$ cat src/rtl/id_ex_pipe_reg.sv
// Decode->execute pipeline register: valid/ready handshake with a main+skid
// entry pair, synchronous flush, writeback bypass and a saturating stall counter.
module id_ex_pipe_reg #(
  parameter int XLEN     = 32,
  parameter int RADDR_W  = 5,
  parameter int ALU_OP_W = 4,
  parameter int CTRL_W   = 8,
  parameter int CNT_W    = 16
) (
  input  logic                clk,
  input  logic                rst_n,
  input  logic                in_valid,
  output logic                in_ready,
  input  logic [XLEN-1:0]     in_pc,
  input  logic [RADDR_W-1:0]  in_rs1,
  input  logic [RADDR_W-1:0]  in_rs2,
  input  logic [XLEN-1:0]     in_rs1_data,
  input  logic [XLEN-1:0]     in_rs2_data,
  input  logic [XLEN-1:0]     in_imm,
  input  logic [RADDR_W-1:0]  in_rd,
  input  logic [ALU_OP_W-1:0] in_alu_op,
  input  logic [CTRL_W-1:0]   in_ctrl,
  input  logic                flush,
  input  logic                wb_en,
  input  logic [RADDR_W-1:0]  wb_rd,
  input  logic [XLEN-1:0]     wb_data,
  output logic                out_valid,
  input  logic                out_ready,
  output logic [XLEN-1:0]     out_pc,
  output logic [RADDR_W-1:0]  out_rs1,
  output logic [RADDR_W-1:0]  out_rs2,
  output logic [XLEN-1:0]     out_rs1_data,
  output logic [XLEN-1:0]     out_rs2_data,
  output logic [XLEN-1:0]     out_imm,
  output logic [RADDR_W-1:0]  out_rd,
  output logic [ALU_OP_W-1:0] out_alu_op,
  output logic [CTRL_W-1:0]   out_ctrl,
  output logic [CNT_W-1:0]    stall_cycles
);

  typedef struct packed {
    logic [XLEN-1:0]     pc;
    logic [RADDR_W-1:0]  rs1;
    logic [RADDR_W-1:0]  rs2;
    logic [XLEN-1:0]     rs1_data;
    logic [XLEN-1:0]     rs2_data;
    logic [XLEN-1:0]     imm;
    logic [RADDR_W-1:0]  rd;
    logic [ALU_OP_W-1:0] alu_op;
    logic [CTRL_W-1:0]   ctrl;
  } entry_t;

  entry_t main_q, skid_q, in_e, in_b, main_b, skid_b;
  logic main_valid, skid_valid, accept, rel, wb_hit;
  logic [CNT_W-1:0] stall_q;

  // Replace operands that the writeback stage is producing this cycle.
  function automatic entry_t byp(input entry_t e, input logic hit,
                                 input logic [RADDR_W-1:0] rd,
                                 input logic [XLEN-1:0] d);
    entry_t r;
    r = e;
    if (hit && e.rs1 == rd) r.rs1_data = d;
    if (hit && e.rs2 == rd) r.rs2_data = d;
    return r;
  endfunction

  assign in_ready = !skid_valid;
  assign accept   = in_valid && in_ready;
  assign rel      = main_valid && out_ready;
  assign wb_hit   = wb_en && (wb_rd != '0);

  always_comb begin
    in_e          = '0;
    in_e.pc       = in_pc;
    in_e.rs1      = in_rs1;
    in_e.rs2      = in_rs2;
    in_e.rs1_data = in_rs1_data;
    in_e.rs2_data = in_rs2_data;
    in_e.imm      = in_imm;
    in_e.rd       = in_rd;
    in_e.alu_op   = in_alu_op;
    in_e.ctrl     = in_ctrl;
    in_b          = byp(in_e,   wb_hit, wb_rd, wb_data);
    main_b        = byp(main_q, wb_hit, wb_rd, wb_data);
    skid_b        = byp(skid_q, wb_hit, wb_rd, wb_data);
  end

  always_ff @(posedge clk or negedge rst_n) begin
    if (!rst_n) begin
      main_q     <= '0;
      skid_q     <= '0;
      main_valid <= 1'b0;
      skid_valid <= 1'b0;
    end else if (flush) begin
      main_valid <= 1'b0;
      skid_valid <= 1'b0;
    end else begin
      case ({main_valid, skid_valid})
        2'b00: begin
          if (accept) begin
            main_q     <= in_b;
            main_valid <= 1'b1;
          end
        end
        2'b10: begin
          if (accept && rel) begin
            main_q <= in_b;
          end else if (accept) begin
            main_q     <= main_b;
            skid_q     <= in_b;
            skid_valid <= 1'b1;
          end else if (rel) begin
            main_valid <= 1'b0;
          end else begin
            main_q <= main_b;
          end
        end
        2'b11: begin
          if (rel) begin
            main_q     <= skid_b;
            skid_valid <= 1'b0;
          end else begin
            main_q <= main_b;
            skid_q <= skid_b;
          end
        end
        default: begin
          // skid without main cannot be reached; drop back to empty if it ever is
          main_valid <= 1'b0;
          skid_valid <= 1'b0;
        end
      endcase
    end
  end

  always_ff @(posedge clk or negedge rst_n) begin
    if (!rst_n)
      stall_q <= '0;
    else if (main_valid && !out_ready && stall_q != '1)
      stall_q <= stall_q + CNT_W'(1);
  end

  assign out_valid    = main_valid;
  assign out_pc       = main_q.pc;
  assign out_rs1      = main_q.rs1;
  assign out_rs2      = main_q.rs2;
  assign out_rs1_data = main_q.rs1_data;
  assign out_rs2_data = main_q.rs2_data;
  assign out_imm      = main_q.imm;
  assign out_rd       = main_q.rd;
  assign out_alu_op   = main_q.alu_op;
  assign out_ctrl     = main_q.ctrl;
  assign stall_cycles = stall_q;

endmodule

$ cat config.mk
export PLATFORM = sky130hd
export DESIGN_NAME = id_ex_pipe_reg
export DESIGN_NICKNAME = d
export VERILOG_FILES = /design/src/rtl/id_ex_pipe_reg.sv
export SDC_FILE = /design/constraint.sdc
export NUM_CORES = 1
export LEC_CHECK = 0
export BUFFER_PORTS_ARGS = -buffer_cell sky130_fd_sc_hd__buf_2
export CAP_MARGIN = 30
export CORE_MARGIN = 8
export CORE_UTILIZATION = 25
export CTS_BUF_LIST = sky130_fd_sc_hd__clkbuf_4 sky130_fd_sc_hd__clkbuf_8
export CTS_CLUSTER_SIZE = 20
export DETAILED_ROUTE_END_ITERATION = 8
export SKIP_CTS_REPAIR_TIMING = 1
export SLEW_MARGIN = 20
export SYNTH_ARGS = -nofsm -noshare
export SYNTH_HDL_FRONTEND = slang
export SYNTH_SLANG_ARGS = --single-unit
$ cat constraint.sdc
create_clock -name clk -period 4.4 [get_ports clk]
set_input_delay 1.32 -clock clk [delete_from_list [all_inputs] [get_ports clk]]
set_output_delay 1.32 -clock clk [all_outputs]
set_load 0.03 [all_outputs]
==> metrics.txt, run 1 <==
Worst Path Buf+Inv 2; Yosys warnings 0; Buffers on Ports 370; DRT Wirelength 68,300 um; P_int 6.51 mW; footprint of the multi-input gates 8990 um^2; largest net degree at the start of global routing 107; CTS Sinks 328; Max FO, Critical Path 12; core area 72,500 um^2; DR pass1 iterations 5; CP max stage cell dfrtp_1; power per cell area 444 nW/um^2; post-synthesis cell area 18,200 um^2; sw power 3.53 mW; initial antenna violation count 15; register area 8210 um^2; Layout Nets 2,579; async set or reset register ratio after synthesis 1.00; required time of the critical path 3080 ps; Synth Register Bits 328; post-route minimum period 3150 ps; peak supply drop 0.000272 V; kind of end point of the critical path primary output; critical-path cell list inv_1 > buf_2; vias per inst 5.00; layout cell share with drive strength beyond 1 0.272; Worst Setup Start Kind register; DIE AREA 81,600 um^2; clock tree buffer depth 3; # fillers 7,719; largest area contributor in the netlist dfrtp_1; sequential share of power 0.405; worst skew pair latency 640 ps; final clock skew 30.8 ps; synth unique cells 46; Logic pwr share 0.239; arrival time at the worst endpoint 1830 ps; syn avg cell area 8.60 um^2; Worst-path clk slew 60 ps; cells after synthesis 2,114; setup TNS 0 ps; top-area cell type share of the netlist area 0.451; FMAX 0.317 GHz; Hold Crit Class reg -> reg; status finished, final reports clean; sequential area share after synthesis 0.451; Hold Fails Final Rpt 0; Die X 286 um; DP Worst Slack 759 ps; final worst slack 1250 ps; RSZ-0062 raised after global routing no; largest stage delay on the critical path 680 ps; I/O pins 371; routed vias 17,000; TritonCTS clock tree yes; final setup fails 0; Max Cap Violations 0; row count 99; Rel. slew slack 0.390; Sw Ratio 0.352; DRC viols 0; htree depth 3; Starting DRT DRC Count 1,104; Top delay family on crit path flip-flops; Synth area leaders dfrtp_1, nand2_1, mux2_2; wire length per cell 20.1 um; dpl hpwl 45,800 um; fin. max-slew vios 0; kind of critical path reg -> out; number of synthesized flops with an enable pin 0; grt ovf 0; clock power share 0.356; CTS root buf clkbuf_8; top_reg_cell synth dfrtp_1; vias in the first global route 17,100; Syn-to-layout area delta 24.2%; Synth Net Count 2,313; Final Cycle Share 0.716; gpl congestion 0.786; die height 286 um; first-pass GRT wire length 105,000 um; Starting Density 0.251; Antenna Nets Post-Route 0; Total Routing Usage GR 0.162; Num CTS Buffers 68; slew of the pin with the lowest slew margin 915 ps; Pleak 9.53 nW; Total Power 10.0 mW
cells in the final DEF, fill, tap and decap left out, types with 3 or more instances in the layout:
cell | netlist | final
a211oi_1 | 32 | 32
a21oi_1 | 156 | 155
a22oi_1 | 91 | 91
a31oi_1 | 66 | 65
a41oi_1 | 32 | 32
buf_12 | 0 | 15
buf_2 | 27 | 370
buf_4 | 0 | 30
clkbuf_4 | 0 | 17
clkbuf_8 | 0 | 87
clkinv_2 | 0 | 6
dfrtp_1 | 328 | 328
diode_2 | 0 | 12
inv_1 | 70 | 70
mux2_1 | 4 | 4
mux2_2 | 96 | 96
mux2i_1 | 61 | 61
nand2_1 | 445 | 443
nand3_1 | 130 | 127
nand4_1 | 9 | 9
nor2_1 | 161 | 161
nor3_1 | 36 | 33
nor3_2 | 0 | 3
nor4_1 | 5 | 3
o2111ai_1 | 33 | 33
o21ai_0 | 6 | 5
o221ai_1 | 29 | 29
o311a_1 | 32 | 32
xnor2_1 | 29 | 29
xor2_1 | 15 | 15
layout make-up:
class,count,area share
Multi-Input combinational cell,1496,0.398
Sequential cell,328,0.363
Timing Repair Buffer,416,0.106
Clock buffer,104,0.0587
Tap cell,959,0.0531
Inverter,70,0.0116
Clock inverter,16,0.00820
Antenna cell,12,0.00133
final timing paths:
check | slack (ps) | endpoint | from | cells past startpoint
worst max-delay path | 1250 | in_ready | skid_valid$_DFFE_PN0P_ | 2
worst min-delay path | 460 | skid_b[135]$_DFFE_PN0P_ | skid_b[135]$_DFFE_PN0P_ | 2
worst max register to register | 1560 | skid_q[61]$_DFFE_PN0P_ | out_valid$_DFFE_PN0P_ | 7
worst min register to register | 460 | skid_b[135]$_DFFE_PN0P_ | skid_b[135]$_DFFE_PN0P_ | 2
max in group asynchronous | 2810 | stall_cycles[10]$_DFFE_PN0P_ | rst_n | 2
min in group asynchronous | 650 | out_imm[1]$_DFFE_PN0P_ | rst_n | 1
state kept, by name (all words and copies together), names as in the netlist:
name and count:
stall_cycles 16, out_rs2 5, out_imm 32, out_rd 5, out_rs1 5, out_alu_op 4, skid_b 91, out_valid 1
out_rs1_data 32, out_pc 32, out_ctrl 8, skid_q 64, out_rs2_data 32, skid_valid 1
power by group through the flow:
stage	combinational [mW]	sequential [mW]	clock [mW]
finish	2.40	4.07	3.57
global route	2.64	4.14	3.83
detailed placement	2.44	4.10	0
global placement	2.40	4.10	0
CTS	2.44	4.06	3.70
floorplan	1.01	4.58	0
stage by stage:
step                      cell area, um^2  utilization  instances  hold WS, ps
after floorplan                     18200            -       2114          439
after global routing                22600        0.311       3392          484
final                               22600        0.312       3401          461
after CTS                           22600        0.311       3388          467
after detailed placement            21000        0.290       3268          456
after global placement              21000        0.290       3268          449
cells in the mapped netlist (2+ instances only):
library cell	n
xnor2_1	29
a22oi_1	91
a41oi_1	32
nor3_1	36
nand2b_1	2
mux2i_1	61
o221ai_1	29
nor2b_1	2
nand4_1	9
mux2_1	4
nor2_1	161
mux2_2	96
inv_1	70
a211oi_1	32
nand3_1	130
buf_2	27
nor4_1	5
nand2_1	445
a31oi_1	66
o21ai_0	6
a21oi_1	156
o311a_1	32
and3_1	4
o21a_1	2
dfrtp_1	328
xor2_1	15
clkbuf_1	175
o221a_2	2
buf_1	18
o2111ai_1	33
routing by layer:
metal / vias to the layer above / track usage / routed length [um]
met3: 120 / 0.0597 / 6990
met2: 658 / 0.248 / 30500
met5: - / 0 / 40
met1: 8192 / 0.208 / 28900
li1: 8026 / - / -
met4: 8 / 0.0579 / 1870
cell families after synthesis:
logic type	Yosys count	synth area share
simple gates	802	0.182
fa+ha+maj	1	0.000688
xor+xnor	44	0.0212
flops	328	0.451
compound gates	488	0.188
mux	161	0.0955
buf+inv	290	0.0617
worst reg2reg max path: stages, from the launching register on:
cell and delay, ps:
dfrtp_1 730, nor3b_4 300, o21ai_0 160, buf_2 220, nor4_4 750, buf_4 390, nand2_1 100, o221ai_1 80
(Power assumes the default switching activity.)
==> run 2: changes to the inputs <==
Settings changed: ABC_AREA set to 1.
Clock period 4.4 ns to 2.61 ns, I/O delays scaled along.
==> run 2 against run 1 <==
Against the previous run: first-iteration DRC count increased by 39%; sequential share of layout area is 3.0 points lower; routed wire length grew 13%; power rose by 95%; clock skew grew 4.2 ps; flip-flop and latch count unchanged; worst hold slack lost 360 ps; critical path type unchanged.
==> metrics.txt, run 2 <==
peak supply drop 0.000554 V; CP max stage cell dfrtp_1; Num CTS Buffers 68; Pleak 12.6 nW; Max Cap Violations 0; post-synthesis cell area 19,500 um^2; Starting Density 0.252; Buffers on Ports 370; Syn-to-layout area delta 26.1%; async set or reset register ratio after synthesis 1.00; worst r2r dst out_rs1[0]$_DFFE_PN0P_; Rel. slew slack 0.545; commonest non-fill, non-tap cells in the layout nand2_1, nand3_1, buf_2; die height 295 um; initial antenna violation count 17; commonest non-fill, non-tap cell in the layout nand2_1; DP Worst Slack 146 ps; largest area contributor in the netlist dfrtp_1; Die X 295 um; dpl hpwl 53,200 um; layout cell share with drive strength beyond 1 0.205; clock tree buffer depth 3; FF-to-FF setup slack 600 ps; Starting DRT DRC Count 1,540; Critical R2R Launch out_valid$_DFFE_PN0P_; cells after synthesis 2,770; cell area after layout 24,600 um^2; Synth area leaders dfrtp_1, nand2_1, nand3_1; post-route minimum period 2290 ps; htree depth 3; Worst Path Buf+Inv 1; routed vias 20,100; number of synthesized flops with an enable pin 0; first-pass GRT wire length 118,000 um; Crit path depth 1; Yosys warnings 0; status finished, final reports clean; # fillers 8,369; Worst Setup SP out_valid$_DFFE_PN0P_; kind of end point of the critical path primary output; Top delay family on crit path flip-flops; core area 77,300 um^2; kind of critical path reg -> out; arrival time at the worst endpoint 1500 ps; Synth top cells by count nand2_1, nand3_1, inv_1; top-area cell type share of the netlist area 0.421; Hold Crit Class in -> async; Final Cycle Share 0.876; CTS Sinks 328; slew of the pin with the lowest slew margin 682 ps; row count 102; Final Util 0.318; Reg2Reg Depth 8; vias in the first global route 19,800; Synth Register Bits 328; Total Power 19.6 mW; worst skew pair latency 650 ps; largest stage delay on the critical path 590 ps; setup TNS 0 ps; Worst Setup Start Kind register; gpl congestion 0.825; fin. max-slew vios 0; vias per inst 4.77; Synth Net Count 2,969; top_reg_cell synth dfrtp_1; DR pass1 iterations 8; TritonCTS clock tree yes; number of flip-flops in the largest register 91; final clock skew 35.0 ps; grt ovf 0; most frequent cell after synthesis nand2_1; power per cell area 795 nW/um^2; synth unique cells 35; syn avg cell area 7.04 um^2; sequential area share after synthesis 0.421; Worst-path clk slew 50 ps; final setup fails 0; CTS root buf clkbuf_8; Layout Nets 3,306; DIE AREA 87,200 um^2; critical-path cell list buf_2; Antenna Nets Post-Route 0; final worst slack 323 ps; required time of the critical path 1830 ps; DRC viols 0; DRT Wirelength 77,500 um; RSZ-0062 raised after global routing no; placed cell area 23,000 um^2; largest net degree at the start of global routing 65; wire length per cell 18.4 um; crit path to out_valid; Max FO, Critical Path 7; I/O pins 371; FMAX 0.437 GHz; Hold Fails Final Rpt 0; Total Routing Usage GR 0.172
## run 2: layout make-up
type | count | area (um^2) | area share
Sequential cell | 328 | 8210 | 0.334
Antenna cell | 6 | 15.0 | 0.000610
Multi-Input combinational cell | 1893 | 9050 | 0.368
Inverter | 350 | 1320 | 0.0536
Tap cell | 1040 | 1300 | 0.0529
Clock buffer | 107 | 1340 | 0.0543
Timing Repair Buffer | 466 | 3170 | 0.129
Clock inverter | 15 | 204 | 0.00829
## run 2: how the worst min path moves through the flow
stage / start / end / slack, ps / cells after the start
floorplan: skid_q[108]$_DFFE_PN0P_ / skid_q[108]$_DFFE_PN0P_ / 460 / 2
global placement: skid_q[73]$_DFFE_PN0P_ / skid_q[73]$_DFFE_PN0P_ / 480 / 2
detailed placement: skid_q[108]$_DFFE_PN0P_ / skid_q[108]$_DFFE_PN0P_ / 490 / 2
CTS: rst_n / out_imm[26]$_DFFE_PN0P_ / 20 / 1
global route: rst_n / out_imm[26]$_DFFE_PN0P_ / 40 / 1
finish: rst_n / out_imm[26]$_DFFE_PN0P_ / 100 / 1
## run 2: where the power goes
part | switching (mW) | internal, mW | total, mW
clock | 2.61 | 3.59 | 6.20
combinational | 4.19 | 1.93 | 6.12
sequential | 0.815 | 6.42 | 7.23
total | 7.61 | 11.9 | 19.6
## run 2: cell families (layout without fill, tap and decap cells)
group                      after synthesis  after routing  share of synthesized area
other                                    0              6                          0
and+or+nand+nor                       1513           1513                      0.342
buffers and inverters                  549            938                      0.121
adders and majority gates                1              1                   0.000641
DFF                                    328            328                      0.421
AOI/OAI and AO/OA                      346            346                      0.101
xor gates and xnor gates                33             33                     0.0148
## run 2: layer usage
layer / share of wire / up-vias / track usage
li1: - / 9683 / -
met3: 0.10 / 174 / 0.0576
met4: 0.035 / 20 / 0.0696
met2: 0.46 / 774 / 0.278
met5: 0.0018 / - / 0
met1: 0.41 / 9427 / 0.211
## run 2: stage by stage
stage | hold slack, ps | cells
after floorplan | 459 | 2770
after global placement | 477 | 4077
after detailed placement | 486 | 4077
after CTS | 20.1 | 4199
after global routing | 43.7 | 4201
final | 97.2 | 4205
